==> src/rtl/heart_sprite_renderer_pkg.sv <==
// Shared sprite/VGA definitions for the sprite renderers.
// Optional 2x scaling is selected with the SPRITE_SCALE2X_EN macro.
package heart_sprite_renderer_pkg;

   localparam int RGB_W         = 12;
   localparam int SPRITE_ROM_AW = 9;
   localparam int HEART_W       = 20;
   localparam int HEART_H       = 18;
   localparam int H_ACTIVE      = 640;
   localparam int V_ACTIVE      = 480;

   typedef logic [RGB_W-1:0] rgb_t;

   function automatic rgb_t pack_rgb(input logic [3:0] r,
                                     input logic [3:0] g,
                                     input logic [3:0] b);
      return {r, g, b};
   endfunction

   // Constant multiply built from shifted partial sums of k's set bits
   function automatic logic [SPRITE_ROM_AW-1:0] const_mul(
      input logic [SPRITE_ROM_AW-1:0] v,
      input int unsigned              k);
      logic [SPRITE_ROM_AW-1:0] acc;
      acc = '0;
      for (int i = 0; i < SPRITE_ROM_AW; i++) begin
         if (k[i]) acc = acc + (v << i);
      end
      return acc;
   endfunction

endpackage

==> src/rtl/heart_sprite_renderer_sprite_addr_gen.sv <==
// Sprite position latch and stage-1 ROM address generation.
// SPRITE_SCALE2X_EN doubles the footprint and halves the texel step.
module sprite_addr_gen
   import heart_sprite_renderer_pkg::*;
#(
   parameter int SPRITE_W = HEART_W,
   parameter int SPRITE_H = HEART_H,
   parameter int COORD_W  = 10
) (
   input  logic                     clock,
   input  logic                     reset,
   input  logic [COORD_W-1:0]       pixel_x,
   input  logic [COORD_W-1:0]       pixel_y,
   input  logic                     video_on,
   input  logic                     frame_start,
   input  logic [COORD_W-1:0]       sprite_x,
   input  logic [COORD_W-1:0]       sprite_y,
   input  logic                     sprite_en,
   output logic [SPRITE_ROM_AW-1:0] rom_address,
   output logic                     in_box
);

`ifdef SPRITE_SCALE2X_EN
   localparam int SCALE_SH = 1;
`else
   localparam int SCALE_SH = 0;
`endif
   localparam int BOX_W = SPRITE_W << SCALE_SH;
   localparam int BOX_H = SPRITE_H << SCALE_SH;

   logic [COORD_W-1:0]       lat_x;
   logic [COORD_W-1:0]       lat_y;
   logic                     lat_en;
   logic [COORD_W:0]         dx;
   logic [COORD_W:0]         dy;
   logic [SPRITE_ROM_AW-1:0] tx;
   logic [SPRITE_ROM_AW-1:0] ty;
   logic [SPRITE_ROM_AW-1:0] addr;
   logic                     hit;

   // The extra top bit of dx/dy flags underflow, so left/top edges never wrap
   always_comb begin
      dx   = {1'b0, pixel_x} - {1'b0, lat_x};
      dy   = {1'b0, pixel_y} - {1'b0, lat_y};
      tx   = SPRITE_ROM_AW'(dx >> SCALE_SH);
      ty   = SPRITE_ROM_AW'(dy >> SCALE_SH);
      hit  = lat_en & video_on & ~dx[COORD_W] & ~dy[COORD_W]
           & (dx < (COORD_W+1)'(BOX_W))
           & (dy < (COORD_W+1)'(BOX_H));
      addr = const_mul(ty, SPRITE_W) + tx;
   end

   always_ff @(posedge clock) begin
      if (reset) begin
         lat_x       <= '0;
         lat_y       <= '0;
         lat_en      <= 1'b0;
         rom_address <= '0;
         in_box      <= 1'b0;
      end else begin
         if (frame_start) begin
            lat_x  <= sprite_x;
            lat_y  <= sprite_y;
            lat_en <= sprite_en;
         end
         rom_address <= hit ? addr : '0;
         in_box      <= hit;
      end
   end

endmodule

==> src/rtl/heart_sprite_renderer.sv <==
// Heart sprite pixel stage: ROM addressing, latency alignment, compositing.
// Build with SPRITE_SCALE2X_EN to draw the sprite at 2x scale.
module heart_sprite_renderer
   import heart_sprite_renderer_pkg::*;
#(
   parameter int         SPRITE_W        = HEART_W,
   parameter int         SPRITE_H        = HEART_H,
   parameter int         COORD_W         = 10,
   parameter logic [11:0] TRANSPARENT_KEY = 12'hF0F
) (
   input  logic                     clock,
   input  logic                     reset,
   input  logic [COORD_W-1:0]       pixel_x,
   input  logic [COORD_W-1:0]       pixel_y,
   input  logic                     video_on,
   input  logic                     frame_start,
   input  logic [COORD_W-1:0]       sprite_x,
   input  logic [COORD_W-1:0]       sprite_y,
   input  logic                     sprite_en,
   input  logic [RGB_W-1:0]         bg_rgb,
   output logic [SPRITE_ROM_AW-1:0] rom_address,
   input  logic [7:0]               rom_r,
   input  logic [7:0]               rom_g,
   input  logic [7:0]               rom_b,
   output logic [RGB_W-1:0]         pixel_rgb,
   output logic                     pixel_valid,
   output logic                     sprite_hit
);

   logic             in_box_d1;
   logic             video_d1;
   rgb_t             bg_d1;
   logic             in_box_d2;
   logic             video_d2;
   rgb_t             bg_d2;
   rgb_t             spr;
   logic             opaque;
   logic             unused_rom_hi;

   sprite_addr_gen #(
      .SPRITE_W (SPRITE_W),
      .SPRITE_H (SPRITE_H),
      .COORD_W  (COORD_W)
   ) u_addr (
      .clock       (clock),
      .reset       (reset),
      .pixel_x     (pixel_x),
      .pixel_y     (pixel_y),
      .video_on    (video_on),
      .frame_start (frame_start),
      .sprite_x    (sprite_x),
      .sprite_y    (sprite_y),
      .sprite_en   (sprite_en),
      .rom_address (rom_address),
      .in_box      (in_box_d1)
   );

   // ROM words are 8 bits wide but only the low nibble carries colour
   assign unused_rom_hi = ^{rom_r[7:4], rom_g[7:4], rom_b[7:4]};

   always_comb begin
      spr    = pack_rgb(rom_r[3:0], rom_g[3:0], rom_b[3:0]);
      opaque = in_box_d2 & (spr != TRANSPARENT_KEY);
   end

   always_ff @(posedge clock) begin
      if (reset) begin
         video_d1    <= 1'b0;
         bg_d1       <= '0;
         in_box_d2   <= 1'b0;
         video_d2    <= 1'b0;
         bg_d2       <= '0;
         pixel_rgb   <= '0;
         pixel_valid <= 1'b0;
         sprite_hit  <= 1'b0;
      end else begin
         video_d1    <= video_on;
         bg_d1       <= bg_rgb;
         in_box_d2   <= in_box_d1;
         video_d2    <= video_d1;
         bg_d2       <= bg_d1;
         pixel_rgb   <= !video_d2 ? '0 : (opaque ? spr : bg_d2);
         pixel_valid <= video_d2;
         sprite_hit  <= opaque & video_d2;
      end
   end

endmodule
==> config.mk <==
export PLATFORM = sky130hd
export DESIGN_NAME = heart_sprite_renderer
export DESIGN_NICKNAME = d
export VERILOG_FILES = /design/src/rtl/heart_sprite_renderer_pkg.sv /design/src/rtl/heart_sprite_renderer_sprite_addr_gen.sv /design/src/rtl/heart_sprite_renderer.sv
export SDC_FILE = /design/constraint.sdc
export NUM_CORES = 1
export LEC_CHECK = 0
export ABC_AREA = 1
export CAP_MARGIN = 20
export CORE_ASPECT_RATIO = 0.5
export CORE_UTILIZATION = 48
export DETAILED_ROUTE_END_ITERATION = 10
export GPL_ROUTABILITY_DRIVEN = 0
export GPL_TIMING_DRIVEN = 0
export PLACE_DENSITY = 0.9
export SLEW_MARGIN = 20
export SYNTH_ARGS = -nofsm -noshare
export SYNTH_HDL_FRONTEND = slang
export SYNTH_SLANG_ARGS = --single-unit
==> constraint.sdc <==
create_clock -name clock -period 3.98 [get_ports clock]
set_clock_uncertainty 0.1 [all_clocks]
set_input_delay 0.597 -clock clock [delete_from_list [all_inputs] [get_ports clock]]
set_output_delay 0.597 -clock clock [all_outputs]
set_load 0.01 [all_outputs]
==> results.yml, run 1 <==
outcome:
  status: "finished clean"
floorplan:
  core-area_mm2: 0.00743
  dieArea_mm2: 0.00817
  die_h_um: 64.4
  start_util_pct: 50.3
  fp-row-count: 22
  io-pin-count: 104
  chipWidth_um: 127
synth:
  ys_warn_count: 0
  synth.distinct_cells: 30
  synth_edf_count: 0
  synth_top_area_share_pct: 38.5
  synth_area_leader_cell: "dfxtp_1"
  syn_inst: 523
  ys_seq_area_share_pct: 38.5
  synth_top_cells_by_area: "dfxtp_1 39%, inv_1 11%, ha_1 9.0%"
  synth.most_common_cell: "inv_1"
  syn_nets: 638
  synthesis.area_mm2: 0.00374
  avgSynthCellArea_um2: 7.15
  synthFlopType: "dfxtp_1"
  yosys_register_bits: 72
  synth_commonest_cells: "114 x inv_1, 88 x nand2_1, 77 x nor2_1, 72 x dfxtp_1, 33 x o21ai_0"
  ys_async_sr_fraction_pct: 0
setup_path:
  critical_path.top_delay_family: "adder cells"
  critPathKind: "input pin to flop"
  arrival_ns: 3.84
  crit_top_cell: "nand2_1"
  crit_slowest_cell: "fa_1"
  cp_data_required_time_ns: 4.11
  max_stage_delay_ns: 0.49
  rrSetupSlack_ns: 0.59
  cp_max_fo: 4
  cp-end-kind: "flop"
  cp-start-kind: "input pin"
  critPathBufInv: 6
pwr:
  p_comb_share_pct: 29.4
  power.density_mw_per_mm2: 437
  p_int_mw: 1.52
  pwr-share-seq_pct: 34.0
  p_sw_share_pct: 31.5
  power.switching_uw: 701
  p_total_mw: 2.22
  clockPowerShare_pct: 36.6
  power.static_leakage_nw: 2.47
  ir_drop_uv: 244
cells_and_area:
  fin_nets: 739
  antenna_cells: 0
  multi_input_area_mm2: 0.00184
  area_growth_pct: 35.9
  fin_util_pct: 68.4
  fill_cells: 594
  layout-drive-gt1-share_pct: 4.93
  seq_area_mm2: 0.00144
place:
  dp_hpwl_um: 6560
  port_buffers: 90
clock_tree:
  cts_setup_buffers: 0
  cts_made_buffers: 9
  clk_latency_ns: 0.34
  path_clk_slew_ns: 0.06
  cts_buffer_depth: 2
  cts_root_buf: "clkbuf_16"
  cts_tree: "yes"
  numClockSinks: 72
  h-tree-depth: 3
timing:
  relSlewSlack_pct: 63.5
  finalMaxSlewViolations: 0
  finalSetupViolations: 0
  tightest_slew_ns: 0.548
  rsz0062_at_grt: "no"
  hold_viol_final: 0
  min_period_ns: 3.72
  period_share_pct: 93.4
  fin_setup_tns_ns: 0
  whs_ns: 0.297
  max_freq_mhz: 269
drt:
  wl_met2_um: 4080
  num_vias: 3477
  drt-met1-wl_um: 3780
  via_per_inst: 4.80
  top_layer: "met4"
  wl_um: 8520
  ant_nets: 0
  met3_length_um: 522
  drc: 0
  drt_iter0_drc: 182
  drtPass1Iterations: 4
  wire_per_inst_um: 11.8
min_path:
  hold_path.class: "flop to flop"
grt:
  grt_pass1_wl_um: 14200
  grt_pass1_vias: 3338
  grt_use_total_pct: 22.2
  grt_start_max_net_pins: 15
  antenna_found_initial: 0
  grt_remaining_overflow: 0
run:
  max_cap_violations: 0
state kept, by name, indices dropped and copies added, names as in the netlist:
signal / count
bg_d1: 12
u_addr.lat_x: 10
video_d2: 1
u_addr.rom_address: 9
u_addr.lat_y: 10
pixel_valid: 1
video_d1: 1
pixel_rgb: 12
in_box_d2: 1
u_addr.lat_en: 1
bg_d2: 12
sprite_hit: 1
u_addr.in_box: 1
power by group through the flow:
| stage | Clock, mW | Combinational, mW | Sequential (mW) |
|---|---|---|---|
| after floorplan | 0 | 0.443 | 0.771 |
| after global placement | 0 | 0.587 | 0.772 |
| after detailed placement | 0 | 0.614 | 0.772 |
| after CTS | 0.831 | 0.622 | 0.756 |
| after global routing | 0.858 | 0.738 | 0.759 |
| final | 0.814 | 0.654 | 0.757 |
cells by family (layout without fill, tap and decap cells):
kind of cell	after synthesis	after routing	synth area share [%]
DFF	72	72	38.5
xor gates and xnor gates	6	6	1.41
and+or+nand+nor	212	212	24.3
buffers and inverters	126	232	12.7
adders and majority gates	34	34	12.8
AOI/OAI and AO/OA	73	73	10.3
cells in the final DEF (no fill, tap or decap), types with 3 or more instances in the layout:
master	n
nand4_1	10
clkbuf_16	9
inv_1	113
clkdlybuf4s50_1	90
nor2_1	77
nand2_1	88
clkinv_4	3
o21ai_0	32
a21oi_1	30
clkbuf_1	8
fa_1	6
xor2_1	4
nand3_1	24
a21oi_2	3
ha_1	26
dfxtp_1	72
layout make-up:
cell class,instances,area share (%)
Multi-Input combinational cell,325,36.2
Buffer,12,0.935
Timing Repair Buffer,90,17.7
Clock buffer,9,4.43
Inverter,114,8.42
Sequential cell,72,28.4
Tap cell,96,2.36
Clock inverter,7,1.55
worst reg2reg max path: cells and delay by family, from the launching register on:
| family | cells | cell delay [ns] |
|---|---|---|
| buffers and inverters | 4 | 0.23 |
| AO/OA/AOI/OAI | 2 | 0.28 |
| flip-flops | 1 | 0.39 |
| adder cells (fa/ha/maj) | 4 | 1.35 |
| AND/OR/NAND/NOR | 12 | 0.94 |
repair_timing:
item / in CTS / in global routing
hold buffers: 0 / 0
endpoints found under the hold margin: 0 / 0
setup endpoints to repair: 0 / 1
resized for setup: 0 / 5
through the flow:
step / area [µm²] / worst slack, ns / std cells
global placement: 4760 / -0.104 / 709
CTS: 5060 / 0.102 / 725
finish: 5080 / 0.263 / 725
detailed placement: 4760 / -0.212 / 709
global route: 5080 / 0.00444 / 725
floorplan: 3740 / 0.612 / 523
routing by layer:
metal  global-route usage, %  vias to the layer above
li1                        -                     1818
met1                    24.9                     1542
met2                    40.5                      102
met3                    6.19                       15
met4                    8.93                        0
met5                       0                        -
path summary, 6_finish.rpt:
kind              startpoint               endpoint  depth (start not counted)
max               pixel_x[0]  u_addr.rom_address[8]                         25
min                 bg_d1[1]               bg_d2[1]                          2
max reg2reg  u_addr.lat_x[0]  u_addr.rom_address[8]                         22
min reg2reg         bg_d1[1]               bg_d2[1]                          2
No activity file was read; power rests on OpenSTA's default activity.
==> run 2, diff against run 1 <==
- SLEW_MARGIN: 20 -> 15
==> results of run 2 <==
Final layout, timing and power as in run 1 (identical DEF).
==> run 3, diff against run 2 <==
- SLEW_MARGIN: 15 -> 20
==> results of run 3 <==
Final layout, timing and power as in run 1 (identical DEF).
